===== src/rtl/csr_pkg.sv =====
// csr_pkg: shared CSR addresses, bit positions, op encoding and trap vector
package csr_pkg;
  localparam logic [11:0] ADDR_MSTATUS  = 12'h300;
  localparam logic [11:0] ADDR_MIE      = 12'h304;
  localparam logic [11:0] ADDR_MTVEC    = 12'h305;
  localparam logic [11:0] ADDR_MEPC     = 12'h341;
  localparam logic [11:0] ADDR_MIP      = 12'h344;
  localparam logic [11:0] ADDR_MCYCLE   = 12'hB00;
  localparam logic [11:0] ADDR_MINSTRET = 12'hB02;
  localparam logic [11:0] ADDR_MCYCLEH  = 12'hB80;
  localparam logic [11:0] ADDR_MINSTRETH = 12'hB82;
  localparam int MIE_BIT  = 3;
  localparam int MPIE_BIT = 7;
  localparam int MTIE_BIT = 7;
  localparam int MEIE_BIT = 11;
  localparam int MTIP_BIT = 7;
  localparam int MEIP_BIT = 11;
  localparam logic [31:0] MTVEC_BASE = 32'h0001_0000;
  typedef enum logic [1:0] {
    CSR_NOP = 2'b00,
    CSR_RW  = 2'b01,
    CSR_RS  = 2'b10,
    CSR_RC  = 2'b11
  } csr_op_e;
endpackage


===== src/rtl/csr_counter64.sv =====
// csr_counter64: 64-bit wrapping counter with enable
module csr_counter64 (
  input  logic        clk,
  input  logic        rst,
  input  logic        en,
  output logic [63:0] cnt
);
  logic [63:0] cnt_q, cnt_d;
  always_comb cnt_d = en ? cnt_q + 64'd1 : cnt_q;
  always_ff @(posedge clk)
    if (rst) cnt_q <= '0;
    else cnt_q <= cnt_d;
  assign cnt = cnt_q;
endmodule


===== src/rtl/csr_trap_unit.sv =====
// csr_trap_unit: machine-mode CSRs, counters, trap entry/return and fetch redirect
module csr_trap_unit
  import csr_pkg::*;
(
  input  logic        clk,
  input  logic        rst,
  input  logic        stall,
  input  logic        csr_we,
  input  logic [1:0]  csr_op,
  input  logic [11:0] csr_addr,
  input  logic [31:0] csr_wdata,
  output logic [31:0] csr_rdata,
  input  logic [31:0] trap_pc,
  input  logic        instret_inc,
  input  logic        MEIP_en,
  input  logic        MEIP_end,
  input  logic        MTIP_en,
  input  logic        MTIP_end,
  input  logic        WFI_out,
  output logic        mie_out,
  output logic        meie_out,
  output logic        mtie_out,
  output logic        trap_redirect,
  output logic [31:0] trap_target
);
  logic        mie_q, mie_d, mpie_q, mpie_d, meie_q, meie_d, mtie_q, mtie_d;
  logic        meip_q, meip_d, mtip_q, mtip_d, redir_q, redir_d;
  logic [31:0] mepc_q, mepc_d, target_q, target_d;
  logic [31:0] mstatus_v, mie_v, mip_v, wval;
  logic [63:0] mcycle, minstret;
  logic        entry, ret, wr_en;
  csr_op_e     op;
  assign op    = csr_op_e'(csr_op);
  assign entry = !stall && (MEIP_en || MTIP_en);
  assign ret   = !stall && !entry && (MEIP_end || MTIP_end);
  assign wr_en = csr_we && op != CSR_NOP && !stall && !entry && !ret;
  csr_counter64 u_mcycle (.clk(clk), .rst(rst), .en(1'b1), .cnt(mcycle));
  csr_counter64 u_minstret (.clk(clk), .rst(rst), .en(instret_inc && !stall && !WFI_out), .cnt(minstret));
  always_comb begin
    mstatus_v = '0;
    mstatus_v[12:11] = 2'b11;
    mstatus_v[MPIE_BIT] = mpie_q;
    mstatus_v[MIE_BIT] = mie_q;
    mie_v = '0;
    mie_v[MEIE_BIT] = meie_q;
    mie_v[MTIE_BIT] = mtie_q;
    mip_v = '0;
    mip_v[MEIP_BIT] = meip_q;
    mip_v[MTIP_BIT] = mtip_q;
    case (csr_addr)
      ADDR_MSTATUS:   csr_rdata = mstatus_v;
      ADDR_MIE:       csr_rdata = mie_v;
      ADDR_MTVEC:     csr_rdata = MTVEC_BASE;
      ADDR_MEPC:      csr_rdata = mepc_q;
      ADDR_MIP:       csr_rdata = mip_v;
      ADDR_MCYCLE:    csr_rdata = mcycle[31:0];
      ADDR_MCYCLEH:   csr_rdata = mcycle[63:32];
      ADDR_MINSTRET:  csr_rdata = minstret[31:0];
      ADDR_MINSTRETH: csr_rdata = minstret[63:32];
      default:        csr_rdata = '0;
    endcase
  end
  always_comb begin
    wval = op == CSR_RW ? csr_wdata :
           op == CSR_RS ? csr_rdata | csr_wdata :
           op == CSR_RC ? csr_rdata & ~csr_wdata : csr_rdata;
    mie_d  = entry ? 1'b0 : ret ? mpie_q :
             wr_en && csr_addr == ADDR_MSTATUS ? wval[MIE_BIT] : mie_q;
    mpie_d = entry ? mie_q : ret ? 1'b1 :
             wr_en && csr_addr == ADDR_MSTATUS ? wval[MPIE_BIT] : mpie_q;
    meie_d = wr_en && csr_addr == ADDR_MIE ? wval[MEIE_BIT] : meie_q;
    mtie_d = wr_en && csr_addr == ADDR_MIE ? wval[MTIE_BIT] : mtie_q;
    meip_d = entry && MEIP_en ? 1'b1 : ret && MEIP_end ? 1'b0 : meip_q;
    mtip_d = entry && !MEIP_en ? 1'b1 : ret && MTIP_end ? 1'b0 : mtip_q;
    mepc_d = entry ? trap_pc & ~32'h3 :
             wr_en && csr_addr == ADDR_MEPC ? wval & ~32'h3 : mepc_q;
    redir_d  = entry || ret ? 1'b1 : stall ? redir_q : 1'b0;
    target_d = entry ? MTVEC_BASE : ret ? mepc_q : target_q;
  end
  always_ff @(posedge clk)
    if (rst) begin
      mie_q    <= 1'b0;
      mpie_q   <= 1'b0;
      meie_q   <= 1'b0;
      mtie_q   <= 1'b0;
      meip_q   <= 1'b0;
      mtip_q   <= 1'b0;
      mepc_q   <= '0;
      redir_q  <= 1'b0;
      target_q <= '0;
    end else begin
      mie_q    <= mie_d;
      mpie_q   <= mpie_d;
      meie_q   <= meie_d;
      mtie_q   <= mtie_d;
      meip_q   <= meip_d;
      mtip_q   <= mtip_d;
      mepc_q   <= mepc_d;
      redir_q  <= redir_d;
      target_q <= target_d;
    end
  assign mie_out       = mie_q;
  assign meie_out      = meie_q;
  assign mtie_out      = mtie_q;
  assign trap_redirect = redir_q;
  assign trap_target   = target_q;
endmodule

===== config.mk =====
export PLATFORM = sky130hd
export DESIGN_NAME = csr_trap_unit
export DESIGN_NICKNAME = d
export VERILOG_FILES = /design/src/rtl/csr_pkg.sv /design/src/rtl/csr_counter64.sv /design/src/rtl/csr_trap_unit.sv
export SDC_FILE = /design/constraint.sdc
export NUM_CORES = 1
export LEC_CHECK = 0
export CORE_MARGIN = 2
export CORE_UTILIZATION = 40
export CTS_CLUSTER_DIAMETER = 50
export DETAILED_ROUTE_END_ITERATION = 10
export GPL_TIMING_DRIVEN = 0
export SLEW_MARGIN = 20
export SYNTH_ARGS = -nofsm -noshare
export SYNTH_HDL_FRONTEND = slang
export SYNTH_SLANG_ARGS = --single-unit

===== constraint.sdc =====
create_clock -name clk -period 6.8 [get_ports clk]
set_input_delay 1.36 -clock clk [delete_from_list [all_inputs] [get_ports clk]]
set_output_delay 1.36 -clock clk [all_outputs]
set_load 0.05 [all_outputs]

=== Word level (Yosys, flattened, before mapping) ===
Cells that the tools add are included.

* $add $sub $neg: 2
* $mul: 0
* Div/mod/pow operators: 0
* Magnitude comparators: 0
* Equality and inequality tests: 13
* Shift operators: 0
* Multiplexer cells: 19
* Bitwise logic cells: 3
* Reduce and logical (&&, ||, !) cells: 32

{| class="wikitable"
|+ Operators by type and width
! kind !! number
|-
| $pmux 32 s9 || 1
|-
| $mux 32 || 5
|-
| $add 64x1->64 const B || 2
|-
| $eq 12x10->1 const B || 5
|-
| $eq 12x12->1 const B || 4
|-
| $mux 17 || 2
|-
| $and 32x32->32 || 1
|-
| $not 32->32 || 1
|-
| $or 32x32->32 || 1
|-
| $logic_and 1x1->1 || 16
|-
| $reduce_bool 2->1 || 6
|-
| $mux 1 || 11
|-
| $logic_not 1->1 || 5
|-
| $eq 2x2->1 const B || 2
|-
| $logic_or 1x1->1 || 3
|-
| $reduce_bool 3->1 || 1
|-
| $eq 2x1->1 const B || 1
|-
| $ne 2x1->1 const B || 1
|-
| $reduce_or 2->1 || 1
|}

* Register bits: 195
* Bits in latches: 0
* Bits in writable memories: 0
* Bits in read-only memories: 0
* Bits of input ports: 88
* Output and inout port bits: 68
* Memories: 0

=== Longest topological paths before layout ===
* Depth in word-level cells: 11
* Depth in mapped cells: 9
* Depth with buffers taken out: 6

=== Cells and area by module ===
Synthesis repeated with hierarchy kept, for this count alone.

* Cell total of the unflattened synthesis: 1,273
* Area, all modules: 10,950.5 µm²

{| class="wikitable"
|+ By module, submodules not included
! module !! times used !! cells an instance !! area an instance (µm²)
|-
| csr_counter64 || 2 || 347 || 3,027.9
|-
| csr_trap_unit || 1 || 579 || 4,894.7
|}

=== Worst setup path after synthesis ===
No wires, ideal clock.

* Kind: input port to output port
* Start point: input port csr_addr[1]
* End point: output port csr_rdata[7]
* Arrival: 3.465 ns
* Setup slack: 1.975 ns
* Cell stages on the path: 4
* Path buffers: 1
* Cells stage by stage: buf_2 > nor4_1 > a32oi_1 > o21ai_0

* Longest elaborated chain between the ends: 2
* Elaborated cells between the ends (all ways): 10

{| class="wikitable"
|+ Ends and longest elaborated chain
! item !! line !! source
|-
| from (decl) || csr_trap_unit.sv:10 || <nowiki>input logic [11:0] csr_addr,</nowiki>
|-
| $eq 12x12->1 / $eq 12x10->1 (equally long branches) || csr_trap_unit.sv:50 || <nowiki>case (csr_addr)</nowiki>
|-
| $pmux 32 s9 (*) || csr_trap_unit.sv:50 ||
|-
| to (decl) || csr_trap_unit.sv:12 || <nowiki>output logic [31:0] csr_rdata,</nowiki>
|}

Every way passes the cells marked *; elsewhere a longest branch is shown, timed or not.

=== Worst setup path in the final report ===
* Start point: input port csr_addr[1]
* End point: output port csr_rdata[12]

The elaborated chain is that of the path after synthesis.

==> summary.md <==
| Metric | Value |
|---|---|
| Max_cap viols | 0 |
| Die Y | 171 um |
| Critical Path Fanout Max | 10 |
| Global-route wire length before repair | 63700 um |
| Seq. cell area | 3900 um^2 |
| Final hold vios | 0 |
| Area occupied by multi-input gates | 6710 um^2 |
| Worst R2R Start | u_mcycle.cnt[13] |
| Worst-case hold slack | 0.455 ns |
| Unrepaired setup endpoints after global routing | false |
| Total power after layout | 2.50 mW |
| WL/cell | 21.9 um |
| Setup_tns | 0 ns |
| Nets@finish | 1643 |
| Vias in the first global route | 10480 |
| GRT overflow | 0 |
| Placement Setup Slack | -0.0343 ns |
| Syn avg cell area | 8.03 um^2 |
| Core area | 27600 um^2 |
| Die span in x | 171 um |
| # diodes | 0 |
| HP Class | register to register |
| Hold-fix buffers, CTS | 0 |
| CTS clock-pin slew for the worst setup and hold paths | 0.08 ns |
| Status | finished, final reports clean |
| Fillers | 2737 |
| CTS max path bufs | 2 |
| Data arrival time of the critical path | 5.38 ns |
| I/O Buffers | 145 |
| FF-to-FF setup slack | 3.68 ns |
| Slew Limit Fails | 0 |
| Starting density of the core | 40.4% |
| Post-Synth XOR/XNOR Area | 7.62% |
| Post-synth EDFFs | 0 |
| Clock tree from TritonCTS | yes |
| Post-Syn Area | 11100 um^2 |
| Worst setup SP type | primary input |
| Post-synthesis compound-gate area fraction | 14.6% |
| Cells after synthesis | 1388 |
| Synth Area in Adders | 0.224% |
| Worst setup margin | 0.0624 ns |
| Slew Limit Headroom | 21.4% |
| Root Driver | clkbuf_16 |
| Setup violators final | 0 |
| Crit path launch | csr_addr[1] |
| Top-area cell type share of the netlist area | 35.0% |
| Drt pass-1 iters | 7 |
| Critical path class | primary input to primary output |
| Initial antenna violation count | 0 |
| Total track usage | 28.8% |
| Cell depth of the worst flop-to-flop path | 6 |
| Mux cell area share after synthesis | 6.68% |
| CTS sink count | 195 |
| Largest net degree at the start of global routing | 18 |
| Dpl cells | 1912 |
| Area contributors post-synth | dfxtp_1 35%, nand2_1 5.2%, nor2_1 4.6%, xnor2_1 4.3%, nand4_1 4.1% |
| CTS Buf Count | 17 |
| Final Instance Count excl. Fillers | 1943 |
| Synth cell count leaders | 195 x dfxtp_1, 155 x nand2_1, 137 x nor2_1, 73 x clkbuf_1, 73 x nand4_1 |
| Final Skew | 0.0128 ns |
| Simple-Gate Fraction of Synth Area | 31.0% |
| Layout cell share with drive strength beyond 1 | 6.90% |
| Hold_sp | trap_target[21] |
| Synth cell types | 73 |
| Detailed Route WL | 42600 um |
| Leak Pwr | 4.63 nW |
| Synth warn | 0 |
| Detailed placement HPWL | 33400 um |
| Yosys reg bits | 195 |
| Min Tclk post-route | 6.74 ns |
| Seq/Total Area, Yosys | 35.0% |
| Syn-to-layout area delta | 22.7% |
| Drc violations | 0 |
| FP Rows | 61 |
| Crit path required time | 5.44 ns |
| DR vias/cell | 5.91 |
| Prevailing post-synth register cell | dfxtp_1 |
| PwrDens | 183 nW/um^2 |
| Final Cycle Share | 99.1% |
| DRT antenna net count | 0 |
| Clk_lat worst skew | 0.45 ns |
| Gp weighted congestion | 0.962 |
| Largest area contributor in the synthesized netlist | dfxtp_1 |
| Ys async rst share | 0% |
| Die area | 29200 um^2 |
| FF-to-FF End | u_mcycle.cnt[56] |
| I/O pins | 156 |
| FMAX | 148 MHz |
| Routed vias | 11487 |
| CP endpoint kind | primary output |
| CP Capture Point | csr_rdata[12] |
| Maximum VDD drop | 0.000105 V |
| Count leader, synth | dfxtp_1 |
| H-tree lvl count | 4 |
| Slew at the pin closest to its max-slew limit | 1.17 ns |
| Largest family of logic cells by synthesized area | simple AND/OR/NAND/NOR gates |
| DR iter-0 viols | 1133 |
-- power breakdown --
group	total, mW	switching [mW]	internal [mW]
Combinational	0.249	0.145	0.104
Sequential	1.18	0.0209	1.16
Clock	1.07	0.500	0.570
Total	2.50	0.666	1.83
-- logic make-up after synthesis --
| logic type | count (synthesis) |
|---|---|
| other | 1 |
| XOR/XNOR | 97 |
| AND/OR/NAND/NOR | 653 |
| multiplexers | 67 |
| adder cells (fa/ha/maj) | 2 |
| AO/OA/AOI/OAI | 236 |
| buffers and inverters | 137 |
| flip-flops | 195 |
-- repair_timing --
action | in CTS | in global routing
setup endpoints to repair | 1 | 0
gates resized for setup | 1 | 0
setup buffers | 0 | 0
-- routing by layer --
metal / up-vias / global-route usage [%] / part of all wire (%)
met5: - / 0 / 0
met4: 0 / 10.6 / 3.4
met3: 84 / 4.23 / 7.8
met2: 581 / 47.1 / 45
met1: 5432 / 38.6 / 44
li1: 5390 / - / -
-- how the worst min path moves through the flow --
stage / slack [ns] / cells past startpoint / endpoint
finish: 0.45 / 2 / trap_target[21]
CTS: 0.46 / 2 / trap_target[15]
global placement: 0.44 / 2 / trap_target[12]
floorplan: 0.44 / 1 / u_mcycle.cnt[0]
detailed placement: 0.45 / 2 / trap_target[15]
global route: 0.47 / 2 / trap_target[4]
-- sequential cells by signal, summed over array words and instances (netlist names), 30 cells and up --
signal,count
u_mcycle.cnt,64
u_minstret.cnt,64
trap_target,30
mepc_q,30
-- final cells by class --
cell class	instances	share of cell area [%]
Timing Repair Buffer	145	10.6
Multi-Input combinational cell	1057	49.0
Sequential cell	195	28.5
Tap cell	378	3.46
Inverter	44	1.21
Buffer	93	2.79
Clock inverter	12	1.07
Clock buffer	19	3.31
-- cells in the final DEF, fill, tap and decap left out, types with 21 or more instances in the layout --
cell             synthesis  routed
xnor2_1                 55      55
clkbuf_1                73      72
inv_1                   44      44
nand4_1                 73      73
nand3_1                 61      61
or4_1                   24      24
nand2_1                155     155
dfxtp_1                195     195
and4_1                  21      21
mux2_2                  39      39
mux2i_1                 26      26
and2_1                  28      28
nor2b_1                 27      27
o21ai_0                 47      47
xor2_1                  42      42
nor3_1                  41      41
a21oi_1                 67      67
nor2_1                 137     137
clkdlybuf4s50_1          0     145
-- worst max-delay path: stages --
cell,delay [ns]
clkdlybuf4s50_1,0.49
buf_2,0.29
buf_1,0.58
clkbuf_1,0.58
clkbuf_2,0.44
nand3_1,0.11
o21ai_0,0.25
nand4_1,0.26
nand2_1,0.17
clkdlybuf4s50_1,0.82
-- per-stage QoR --
stage	util (%)	area, um^2
after global routing	49.5	13700
after floorplan	-	11200
final	49.5	13700
after global placement	47.3	13100
after detailed placement	47.4	13100
after CTS	49.5	13700
(Power assumes the default switching activity.)
